**src/rtl/riscv_pkg.sv**
```systemverilog
// Shared decode-stage types: the immediate format selector, the
// skid-buffer occupancy encoding and the datapath width check.
package riscv_pkg;

    // Width of the instruction slice handed to the extender: bits [31:7].
    localparam int INSTR_W = 25;

    // Immediate format selector. Encodings 8..15 are illegal and
    // produce imm=0 with the error flag set.
    typedef enum logic [3:0] {
        IMM_R  = 4'd0,
        IMM_I  = 4'd1,
        IMM_S  = 4'd2,
        IMM_B  = 4'd3,
        IMM_U  = 4'd4,
        IMM_J  = 4'd5,
        IMM_Z  = 4'd6,
        IMM_SH = 4'd7
    } imm_type_e;

    // Instruction-format classes as the decoder names them.
    typedef enum logic [2:0] {
        FMT_REG    = 3'd0,
        FMT_IMM    = 3'd1,
        FMT_STORE  = 3'd2,
        FMT_BRANCH = 3'd3,
        FMT_UPPER  = 3'd4,
        FMT_JUMP   = 3'd5,
        FMT_CSRI   = 3'd6,
        FMT_SHIFT  = 3'd7
    } instr_fmt_e;

    // Occupancy of the two-entry output skid buffer.
    typedef enum logic [1:0] {
        EMPTY = 2'd0,
        ONE   = 2'd1,
        TWO   = 2'd2
    } buf_count_e;

    // Decoder format class to immediate selector.
    function automatic imm_type_e fmt_to_imm_type(instr_fmt_e fmt);
        imm_type_e t;
        case (fmt)
            FMT_REG:    t = IMM_R;
            FMT_IMM:    t = IMM_I;
            FMT_STORE:  t = IMM_S;
            FMT_BRANCH: t = IMM_B;
            FMT_UPPER:  t = IMM_U;
            FMT_JUMP:   t = IMM_J;
            FMT_CSRI:   t = IMM_Z;
            FMT_SHIFT:  t = IMM_SH;
            default:    t = IMM_R;
        endcase
        return t;
    endfunction

    // Only RV32 and RV64 datapaths are supported.
    function automatic bit xlen_legal(int xlen);
        return (xlen == 32) || (xlen == 64);
    endfunction

endpackage

```
**src/rtl/imm_extract.sv**
```systemverilog
// Combinational immediate extractor: (instr[31:7], format) -> (imm, err).
// Shared by the decode pipe and any predecode stage.
module imm_extract
    import riscv_pkg::*;
#(
    parameter int XLEN = 32
) (
    input  logic [INSTR_W-1:0] instr,
    input  imm_type_e          imm_type,
    output logic [XLEN-1:0]    imm,
    output logic               err
);

    if (!xlen_legal(XLEN)) begin : g_xlen_check
        $error("imm_extract: XLEN must be 32 or 64");
    end

    // instr[k] here is bit k+7 of the instruction word, so bit 31 is instr[24].
    logic [31:0] imm_i;
    logic [31:0] imm_s;
    logic [31:0] imm_b;
    logic [31:0] imm_u;
    logic [31:0] imm_j;

    assign imm_i = {{20{instr[24]}}, instr[24:13]};
    assign imm_s = {{20{instr[24]}}, instr[24:18], instr[4:0]};
    assign imm_b = {{19{instr[24]}}, instr[24], instr[0], instr[23:18], instr[4:1], 1'b0};
    assign imm_u = {instr[24:5], 12'b0};
    assign imm_j = {{11{instr[24]}}, instr[24], instr[12:5], instr[13], instr[23:14], 1'b0};

    function automatic logic [XLEN-1:0] sext32(logic [31:0] v);
        return XLEN'($signed(v));
    endfunction

    // Format mux; unknown selectors give a clean zero plus the error flag.
    always_comb begin
        imm = '0;
        err = 1'b0;
        case (imm_type)
            IMM_R: imm = '0;
            IMM_I: imm = sext32(imm_i);
            IMM_S: imm = sext32(imm_s);
            IMM_B: imm = sext32(imm_b);
            IMM_U: imm = sext32(imm_u);
            IMM_J: imm = sext32(imm_j);
            IMM_Z: imm = XLEN'(instr[12:8]);
            IMM_SH: begin
                if (XLEN == 32) begin
                    // shamt[5] set is illegal on RV32
                    imm = XLEN'(instr[17:13]);
                    err = instr[18];
                end else begin
                    imm = XLEN'(instr[18:13]);
                end
            end
            default: begin
                imm = '0;
                err = 1'b1;
            end
        endcase
    end

endmodule

```
**src/rtl/imm_gen_pipe.sv**
```systemverilog
// Decode-stage immediate generator: extractor feeding a two-entry skid
// buffer with flush, sideband tag and a saturating error counter.
module imm_gen_pipe
    import riscv_pkg::*;
#(
    parameter int XLEN  = 32,
    parameter int TAG_W = 8,
    parameter int CNT_W = 16
) (
    input  logic               clk,
    input  logic               rst_n,
    input  logic               flush,
    input  logic               in_valid,
    output logic               in_ready,
    input  logic [INSTR_W-1:0] in_instr,
    input  imm_type_e          in_type,
    input  logic [TAG_W-1:0]   in_tag,
    output logic               out_valid,
    input  logic               out_ready,
    output logic [XLEN-1:0]    out_imm,
    output logic               out_err,
    output logic [TAG_W-1:0]   out_tag,
    output logic [CNT_W-1:0]   err_count
);

    typedef struct packed {
        logic [TAG_W-1:0] tag;
        logic             err;
        logic [XLEN-1:0]  imm;
    } entry_t;

    logic [XLEN-1:0] ext_imm;
    logic            ext_err;
    entry_t          new_entry;
    entry_t          head_q;
    entry_t          tail_q;
    buf_count_e      count_q;
    logic [CNT_W-1:0] err_count_q;
    logic            accept;
    logic            pop;

    imm_extract #(
        .XLEN(XLEN)
    ) u_extract (
        .instr    (in_instr),
        .imm_type (in_type),
        .imm      (ext_imm),
        .err      (ext_err)
    );

    assign new_entry = '{tag: in_tag, err: ext_err, imm: ext_imm};

    // Ready depends only on registered occupancy, never on out_ready.
    assign in_ready  = rst_n && (count_q != TWO);
    assign out_valid = (count_q != EMPTY);
    assign accept    = in_valid && in_ready;
    assign pop       = out_valid && out_ready;

    assign out_imm   = head_q.imm;
    assign out_err   = head_q.err;
    assign out_tag   = head_q.tag;
    assign err_count = err_count_q;

    // Skid buffer: head is always the oldest entry; flush empties it.
    always_ff @(posedge clk) begin
        if (!rst_n) begin
            count_q <= EMPTY;
            head_q  <= '0;
            tail_q  <= '0;
        end else if (flush) begin
            count_q <= EMPTY;
        end else begin
            case (count_q)
                EMPTY: begin
                    if (accept) begin
                        head_q  <= new_entry;
                        count_q <= ONE;
                    end
                end
                ONE: begin
                    if (accept && !pop) begin
                        tail_q  <= new_entry;
                        count_q <= TWO;
                    end else if (pop && !accept) begin
                        count_q <= EMPTY;
                    end else if (accept && pop) begin
                        head_q  <= new_entry;
                    end
                end
                TWO: begin
                    if (pop) begin
                        head_q  <= tail_q;
                        count_q <= ONE;
                    end
                end
                default: count_q <= EMPTY;
            endcase
        end
    end

    // Count accepted error entries; flushed accepts do not count, flush keeps the total.
    always_ff @(posedge clk) begin
        if (!rst_n) begin
            err_count_q <= '0;
        end else if (accept && new_entry.err && !flush && (err_count_q != '1)) begin
            err_count_q <= err_count_q + CNT_W'(1);
        end
    end

endmodule

```
**config.mk**
```make
export PLATFORM = sky130hd
export DESIGN_NAME = imm_gen_pipe
export DESIGN_NICKNAME = d
export VERILOG_FILES = /design/src/rtl/riscv_pkg.sv /design/src/rtl/imm_extract.sv /design/src/rtl/imm_gen_pipe.sv
export SDC_FILE = /design/constraint.sdc
export NUM_CORES = 1
export LEC_CHECK = 0
export ABC_AREA = 1
export BUFFER_PORTS_ARGS = -buffer_cell sky130_fd_sc_hd__buf_2
export CAP_MARGIN = 40
export CORE_MARGIN = 5
export CORE_UTILIZATION = 50
export DETAILED_ROUTE_END_ITERATION = 7
export GPL_TIMING_DRIVEN = 0
export PLACE_DENSITY = 0.76
export SLEW_MARGIN = 30
export SYNTH_ARGS = -nofsm -noshare
export SYNTH_HDL_FRONTEND = slang
export SYNTH_HIERARCHICAL = 1
export SYNTH_SLANG_ARGS = --single-unit
```
**constraint.sdc**
```tcl
create_clock -name clk -period 1.6 [get_ports clk]
set_input_delay 0.32 -clock clk [delete_from_list [all_inputs] [get_ports clk]]
set_output_delay 0.32 -clock clk [all_outputs]
set_load 0.05 [all_outputs]
```
==> results of run 1 <==
metrics by stage:
stage               std cells  cell area, um2
finish                   1132            6670
global route             1132            6670
CTS                      1117            6410
detailed placement       1091            5970
global placement         1091            5970
floorplan                 857            5310
Yosys cell counts:
| cell type | count |
|---|---|
| sky130_fd_sc_hd__nand2_1 | 256 |
| sky130_fd_sc_hd__o21ai_0 | 34 |
| sky130_fd_sc_hd__nand3_2 | 1 |
| sky130_fd_sc_hd__nand3b_1 | 2 |
| sky130_fd_sc_hd__nand3_1 | 41 |
| sky130_fd_sc_hd__ha_1 | 4 |
| sky130_fd_sc_hd__nand2_4 | 1 |
| sky130_fd_sc_hd__inv_2 | 10 |
| sky130_fd_sc_hd__o21ai_4 | 1 |
| sky130_fd_sc_hd__dfxtp_1 | 100 |
| sky130_fd_sc_hd__a21oi_1 | 34 |
| sky130_fd_sc_hd__nand4_1 | 5 |
| sky130_fd_sc_hd__xor2_1 | 6 |
| sky130_fd_sc_hd__a21boi_0 | 6 |
| sky130_fd_sc_hd__buf_4 | 1 |
| sky130_fd_sc_hd__nand2_2 | 3 |
| sky130_fd_sc_hd__inv_1 | 104 |
| sky130_fd_sc_hd__clkbuf_1 | 21 |
| sky130_fd_sc_hd__o21ai_1 | 41 |
| sky130_fd_sc_hd__nor2_4 | 4 |
| sky130_fd_sc_hd__buf_6 | 3 |
| sky130_fd_sc_hd__buf_2 | 12 |
| sky130_fd_sc_hd__nor2_2 | 1 |
| sky130_fd_sc_hd__nand3_4 | 2 |
| sky130_fd_sc_hd__a211oi_1 | 2 |
| sky130_fd_sc_hd__buf_1 | 5 |
| sky130_fd_sc_hd__nor2_1 | 157 |
power by group through the flow:
stage / clock network, mW / logic, mW / registers (mW)
2_1_floorplan: 0 / 0.462 / 2.98
3_3_place_gp: 0 / 1.02 / 2.69
3_5_place_dp: 0 / 1.02 / 2.69
4_1_cts: 1.60 / 1.09 / 2.64
5_1_grt: 1.71 / 1.26 / 2.65
6_report: 1.56 / 1.15 / 2.64
worst reg2reg max path, stage by stage (launching register included):
cell and delay [ns]:
sky130_fd_sc_hd__dfxtp_4 0.38, sky130_fd_sc_hd__inv_2 0.05, sky130_fd_sc_hd__nand2_4 0.09, sky130_fd_sc_hd__nand3_4 0.11, sky130_fd_sc_hd__ha_4 0.18, sky130_fd_sc_hd__nor2_1 0.10
sky130_fd_sc_hd__nand3b_1 0.13, sky130_fd_sc_hd__nand2_2 0.15, sky130_fd_sc_hd__nand3_4 0.21, sky130_fd_sc_hd__buf_6 0.22, sky130_fd_sc_hd__nor2_1 0.12, sky130_fd_sc_hd__nor2_1 0.06
final cells by class:
type / count / area [um2]
repair buffers: 121 / 683
fillers: 997 / 3650
inverters: 114 / 433
flip-flops and latches: 100 / 2030
clock inverters: 7 / 58.8
well taps: 136 / 170
multi-input cells: 603 / 2860
clock buffers: 9 / 124
plain buffers: 42 / 308
state kept, by name, summed over array words and instances, names as in the netlist:
signal	flops
tail_q	41
out_imm	32
err_count	16
out_tag	8
count_q	2
out_err	1
layer usage:
| metal | vias to the layer above | global-route usage [%] |
|---|---|---|
| met5 | - | 0 |
| li1 | 2896 | - |
| met3 | 15 | 4.33 |
| met2 | 173 | 35.9 |
| met1 | 2480 | 29.3 |
| met4 | 0 | 4.57 |
cell families after synthesis:
family | share of synthesized area, %
compound gates | 11.8
fa+ha+maj | 0.948
buf+inv | 11.9
xor+xnor | 0.995
flops | 37.9
simple gates | 36.5
what timing repair did:
item,in CTS,in global routing
pin swaps,8,22
setup endpoints to repair,97,96
setup buffers,7,9
cloned,3,6
resized for setup,63,62
path summary, 6_finish.rpt:
check / start / endpoint / slack, ns / cells after the start
max: count_q[0] / out_imm[15] / -0.30 / 11
min: in_tag[3] / tail_q[36] / 0.19 / 3
max reg2reg: count_q[0] / out_imm[15] / -0.30 / 11
min reg2reg: tail_q[18] / tail_q[18] / 0.45 / 2
==> results by group, run 1 <==
Detailed routing
  • Number of detailed-route iterations in the first pass: 5
  • Detailed-route wire length on metal 1: 6450 um
  • Met2 wire length: 6820 um
  • Residual antenna-violating net count after detailed routing: 0
  • Routed wire per std cell: 12.6 um
  • Initial detailed-routing violation count: 360
  • Top layer reached by signal wires: met4
  • Via/cell ratio: 4.92
  • Via count: 5564
  • Drt drc: 0
  • Met3 wirelength from detailed routing: 893 um
  • Total wire length after detailed routing: 14300 um

Worst setup path
  • Startpoint Class: flop
  • Sort of element at the end of the critical path: flop
  • WP data required: 1.87 ns
  • Cell chain of the critical path: inv_2, nand2_4, nand3_4, ha_4, nor2_1, nand3b_1, nand2_2, nand3_4, buf_6, nor2_1, nor2_1
  • Setup Crit Path Kind: flop to flop
  • Critical path's most frequent cell: sky130_fd_sc_hd__nor2_1
  • Stage delay of the slowest cell on the critical path: 0.38 ns
  • Maximum fanout encountered on the critical timing path: 10
  • Slowest library cell on the worst path: sky130_fd_sc_hd__dfxtp_4
  • WP buf/inv: 2
  • Arrival time worst endpoint: 2.17 ns
  • Largest delay share family, worst path: simple AND/OR/NAND/NOR gates

Yosys
  • Fraction of the yosys area taken by sequential cells: 37.9%
  • Portion of synthesized cell area occupied by the leading cell type: 37.9%
  • Synthesized area per cell: 6.16 um2
  • Count of distinct cell types in the synthesized netlist: 27
  • Cells taking the most area after synthesis: sky130_fd_sc_hd__dfxtp_1 (38%), sky130_fd_sc_hd__nand2_1 (18%), sky130_fd_sc_hd__nor2_1 (11%)
  • Syn Nets: 903
  • Syn. warnings: 6
  • Gate Count Post-Synth: 857
  • Post-synthesis instance area: 5280 um2
  • Cell type with the largest total area after synthesis: sky130_fd_sc_hd__dfxtp_1
  • Post-synthesis register bit count: 100

Clock network
  • CTS H-tree depth: 3
  • Clock latency reported for the late side of the worst-skew pair: 0.38 ns
  • CTS buffer count: 9
  • TritonCTS sink count: 100
  • Largest buffer count on any clock path: 2
  • Post-CTS clock slew at the launch and capture registers of the worst setup and hold paths: 0.11 ns
  • Hold_buf cts: 0
  • TritonCTS clock tree: built
  • Root buffer cell: sky130_fd_sc_hd__clkbuf_8

Timing
  • Worst slack on hold paths: 0.193 ns
  • Worst rel slew slack: 66.1%
  • RSZ-0062 raised after global routing: yes
  • Actual slew at the worst max-slew pin: 0.508 ns
  • Pins Over Slew Limit: 0
  • Final count of negative-setup-slack endpoints: 64
  • Worst clock skew: 0.0153 ns
  • Final Critical Period: 1.90 ns
  • Peak clock frequency supported by timing: 525 MHz
  • Final Hold Fails: 0
  • Crit share post-route: 119%
  • Summed negative setup slack over all endpoints: -11.06 ns
  • Final worst setup slack: -0.305 ns

Placement
  • GPL Wtd Cong: 0.928
  • Total of buffers placed on input and output ports: 98
  • Worst setup timing slack at the placement stage: -0.390 ns
  • Detailed placement HPWL: 9900 um

Pwr
  • NetSw: 1.82 mW
  • Pwr Total: 5.35 mW
  • Power density relative to cell area: 802 nW/um2
  • Sequential power share: 49.3%
  • Combinational share of power: 21.5%
  • Part of the total power dissipated in the clock network: 29.2%
  • Net switching fraction of the power: 34.1%
  • Worst IR Drop VDD: 500 uV
  • Internal power: 3.53 mW
  • Pleak: 3.34 nW

Floorplan
  • Horizontal die dimension: 113 um
  • Starting utilization of the core area: 51.2%
  • Number of top-level pins: 101
  • Total die area: 12700 um2
  • Area of the core: 10300 um2
  • Vertical extent of the die: 113 um
  • Placement Rows: 37

Global route
  • Number of antenna violations at the first check in global routing: 0
  • First-pass GRT wire length: 22900 um
  • Maximum number of pins on one net before global-route repair: 19
  • Number of global-route vias before repair: 4929
  • Residual overflow from global routing: 0
  • Aggregate global-route resource usage: 21.6%

Cells and area
  • Commonest non-fill, non-tap cell in the layout: sky130_fd_sc_hd__nand2_1
  • Net count of the finished layout: 1037
  • Area Overhead vs Synth: 26.3%
  • Proportion of layout cells with a drive suffix above 1: 25.6%
  • Inserted Diodes: 0
  • Top library cells by usage in the layout, fill and taps aside: sky130_fd_sc_hd__nand2_1 (231), sky130_fd_sc_hd__nor2_1 (138), sky130_fd_sc_hd__buf_2 (102), sky130_fd_sc_hd__inv_1 (102), sky130_fd_sc_hd__dfxtp_1 (83)
  • Final Util: 64.6%

Status
  • Status: finished, violations left
  • Violations in the final reports: negative setup slack

Job
  • Max-cap violations: 0

Min path
  • Class of the tightest hold or removal check: primary input to flop
Power figures use the tool's default switching activity.
==> run 2, diff against run 1 <==
- CORE_UTILIZATION: 50 -> 32
- PLACE_DENSITY: 0.76 -> 0.53
- SKIP_LAST_GASP: not set -> 1
==> results by group, run 2 (same netlist as run 1, synthesis figures left out) <==
Status
  • Status: finished, violations left (unchanged)
  • Violations in the final reports: negative setup slack (unchanged)

Floorplan
  • Vertical extent of the die: 138 um (was 113 um)
  • Number of top-level pins: 101 (unchanged)
  • Placement Rows: 47 (was 37)
  • Starting utilization of the core area: 32.2% (was 51.2%)
  • Area of the core: 16400 um2 (was 10300 um2)
  • Total die area: 19200 um2 (was 12700 um2)
  • Horizontal die dimension: 138 um (was 113 um)

Global route
  • Number of global-route vias before repair: 5258 (was 4929)
  • Aggregate global-route resource usage: 16.8% (was 21.6%)
  • Number of antenna violations at the first check in global routing: 0 (unchanged)
  • Residual overflow from global routing: 0 (unchanged)
  • Maximum number of pins on one net before global-route repair: 16 (was 19)
  • First-pass GRT wire length: 26600 um (was 22900 um)

Timing
  • RSZ-0062 raised after global routing: yes (unchanged)
  • Crit share post-route: 116% (was 119%)
  • Pins Over Slew Limit: 0 (unchanged)
  • Worst rel slew slack: 45.3% (was 66.1%)
  • Summed negative setup slack over all endpoints: -15.42 ns (was -11.06 ns)
  • Final Critical Period: 1.86 ns (was 1.90 ns)
  • Worst clock skew: 0.00627 ns (was 0.0153 ns)
  • Final Hold Fails: 0 (unchanged)
  • Actual slew at the worst max-slew pin: 0.821 ns (was 0.508 ns)
  • Peak clock frequency supported by timing: 537 MHz (was 525 MHz)
  • Worst slack on hold paths: 0.216 ns (was 0.193 ns)
  • Final worst setup slack: -0.262 ns (was -0.305 ns)
  • Final count of negative-setup-slack endpoints: 83 (was 64)

Placement
  • Worst setup timing slack at the placement stage: -0.433 ns (was -0.390 ns)
  • Instance area after placement: 6080 um2 (was 5970 um2)
  • Total of buffers placed on input and output ports: 98 (unchanged)
  • Inst Count DP: 1175 (was 1091)
  • Detailed placement HPWL: 11200 um (was 9900 um)
  • GPL Wtd Cong: 0.855 (was 0.928)

Worst setup path
  • Worst setup path startpoint: count_q[0] (unchanged)
  • Startpoint Class: flop (unchanged)
  • WP data required: 1.90 ns (was 1.87 ns)
  • Maximum fanout encountered on the critical timing path: 5 (was 10)
  • Stage delay of the slowest cell on the critical path: 0.39 ns (was 0.38 ns)
  • Worst reg2reg path startpoint: count_q[0] (unchanged)
  • Slowest library cell on the worst path: sky130_fd_sc_hd__dfxtp_4 (unchanged)
  • Arrival time worst endpoint: 2.16 ns (was 2.17 ns)
  • Sort of element at the end of the critical path: flop (unchanged)
  • Register-to-register setup slack: -0.26 ns (was -0.30 ns)
  • Cell chain of the critical path: nor2_4, nor2_4, inv_2, ha_4, nand3b_1, nand2_4, buf_12, nand3_4, buf_6, nand2_2, nand2_2, nor2_2 (was inv_2, nand2_4, nand3_4, ha_4, nor2_1, nand3b_1, nand2_2, nand3_4, buf_6, nor2_1, nor2_1)
  • Setup Crit Path Kind: flop to flop (unchanged)

Cells and area
  • Proportion of layout cells with a drive suffix above 1: 30.6% (was 25.6%)
  • Post-route cell area: 7450 um2 (was 6670 um2)
  • Top library cells by usage in the layout, fill and taps aside: sky130_fd_sc_hd__nand2_1 (246), sky130_fd_sc_hd__nor2_1 (125), sky130_fd_sc_hd__inv_1 (101), sky130_fd_sc_hd__buf_2 (100), sky130_fd_sc_hd__dfxtp_1 (84) (was sky130_fd_sc_hd__nand2_1 (231), sky130_fd_sc_hd__nor2_1 (138), sky130_fd_sc_hd__buf_2 (102), sky130_fd_sc_hd__inv_1 (102), sky130_fd_sc_hd__dfxtp_1 (83))
  • Biggest register: tail_q (unchanged)
  • Final Util: 45.4% (was 64.6%)
  • Area Overhead vs Synth: 41.1% (was 26.3%)
  • Number of fill cells in the layout: 1736 (was 997)
  • Inserted Diodes: 0 (unchanged)
  • Largest register FFs: 41 (unchanged)
  • Post-route insts no fill: 1227 (was 1132)
  • Net count of the finished layout: 1049 (was 1037)
  • Commonest non-fill, non-tap cell in the layout: sky130_fd_sc_hd__nand2_1 (unchanged)

Clock network
  • Hold_buf cts: 0 (unchanged)
  • Largest buffer count on any clock path: 2 (unchanged)
  • Post-CTS clock slew at the launch and capture registers of the worst setup and hold paths: 0.07 ns (was 0.11 ns)
  • TritonCTS clock tree: built (unchanged)
  • CTS buffer count: 9 (unchanged)
  • Root buffer cell: sky130_fd_sc_hd__clkbuf_16 (was sky130_fd_sc_hd__clkbuf_8)
  • TritonCTS sink count: 100 (unchanged)
  • Clock latency reported for the late side of the worst-skew pair: 0.35 ns (was 0.38 ns)
  • CTS H-tree depth: 3 (unchanged)

Detailed routing
  • Residual antenna-violating net count after detailed routing: 0 (unchanged)
  • Via count: 5571 (was 5564)
  • Total wire length after detailed routing: 16900 um (was 14300 um)
  • Initial detailed-routing violation count: 428 (was 360)
  • Number of detailed-route iterations in the first pass: 5 (unchanged)
  • Routed wire per std cell: 13.8 um (was 12.6 um)
  • Via/cell ratio: 4.54 (was 4.92)
  • Drt drc: 0 (unchanged)

Pwr
  • Sequential power share: 42.9% (was 49.3%)
  • Part of the total power dissipated in the clock network: 36.5% (was 29.2%)
  • Internal power: 4.23 mW (was 3.53 mW)
  • Pleak: 3.62 nW (was 3.34 nW)
  • Combinational share of power: 20.5% (was 21.5%)
  • Pwr Total: 6.14 mW (was 5.35 mW)
  • NetSw: 1.91 mW (was 1.82 mW)
  • Power density relative to cell area: 824 nW/um2 (was 802 nW/um2)
  • Worst IR Drop VDD: 488 uV (was 500 uV)
  • Net switching fraction of the power: 31.1% (was 34.1%)

Job
  • Max-cap violations: 0 (unchanged)

Min path
  • Class of the tightest hold or removal check: primary input to flop (unchanged)
  • Hold path startpoint: in_tag[1] (was in_tag[3])
## run 2: worst max-delay path: cells and delay by family, from the launching register on
family / cells / cell delay, ns
simple gates: 8 / 0.87
flops: 1 / 0.39
buf+inv: 3 / 0.36
fa+ha+maj: 1 / 0.16
## run 2: area by class of cell
type	count	area (um2)	share of cell area, %
Buffer	42	349	4.69
Clock buffer	11	243	3.26
Clock inverter	4	48.8	0.655
Inverter	114	440	5.91
Multi-Input combinational cell	604	3120	41.9
Sequential cell	100	2030	27.3
Tap cell	220	275	3.69
Timing Repair Buffer	132	938	12.6
## run 2: repair_timing
item | 4_1_cts | 5_1_grt
gates resized for setup | 74 | 121
setup endpoints to repair | 98 | 99
pin swaps | 13 | 41
cloned | 7 | 9
buffers inserted | 13 | 9
## run 2: per-layer routing
metal / share of wire, % / up-vias / GRT usage [%]
li1: - / 2931 / -
met1: 49 / 2468 / 23.6
met2: 45 / 156 / 26.6
met3: 4.9 / 16 / 2.87
met4: 1.2 / 0 / 4.89
met5: 0 / - / 0
## run 2: path summary, 6_finish.rpt
kind / to / depth (start not counted)
hold / removal: tail_q[34] / 3
setup / recovery: out_imm[12] / 12
hold reg to reg: tail_q[25] / 2
setup reg to reg: out_imm[12] / 12
## run 2: power by group through the flow
stage	Combinational [mW]	Clock, mW	Sequential, mW
6_report	1.26	2.24	2.64
5_1_grt	1.38	2.41	2.65
4_1_cts	1.16	2.31	2.64
3_5_place_dp	1.04	0	2.70
3_3_place_gp	1.05	0	2.69
2_1_floorplan	0.462	0	2.98
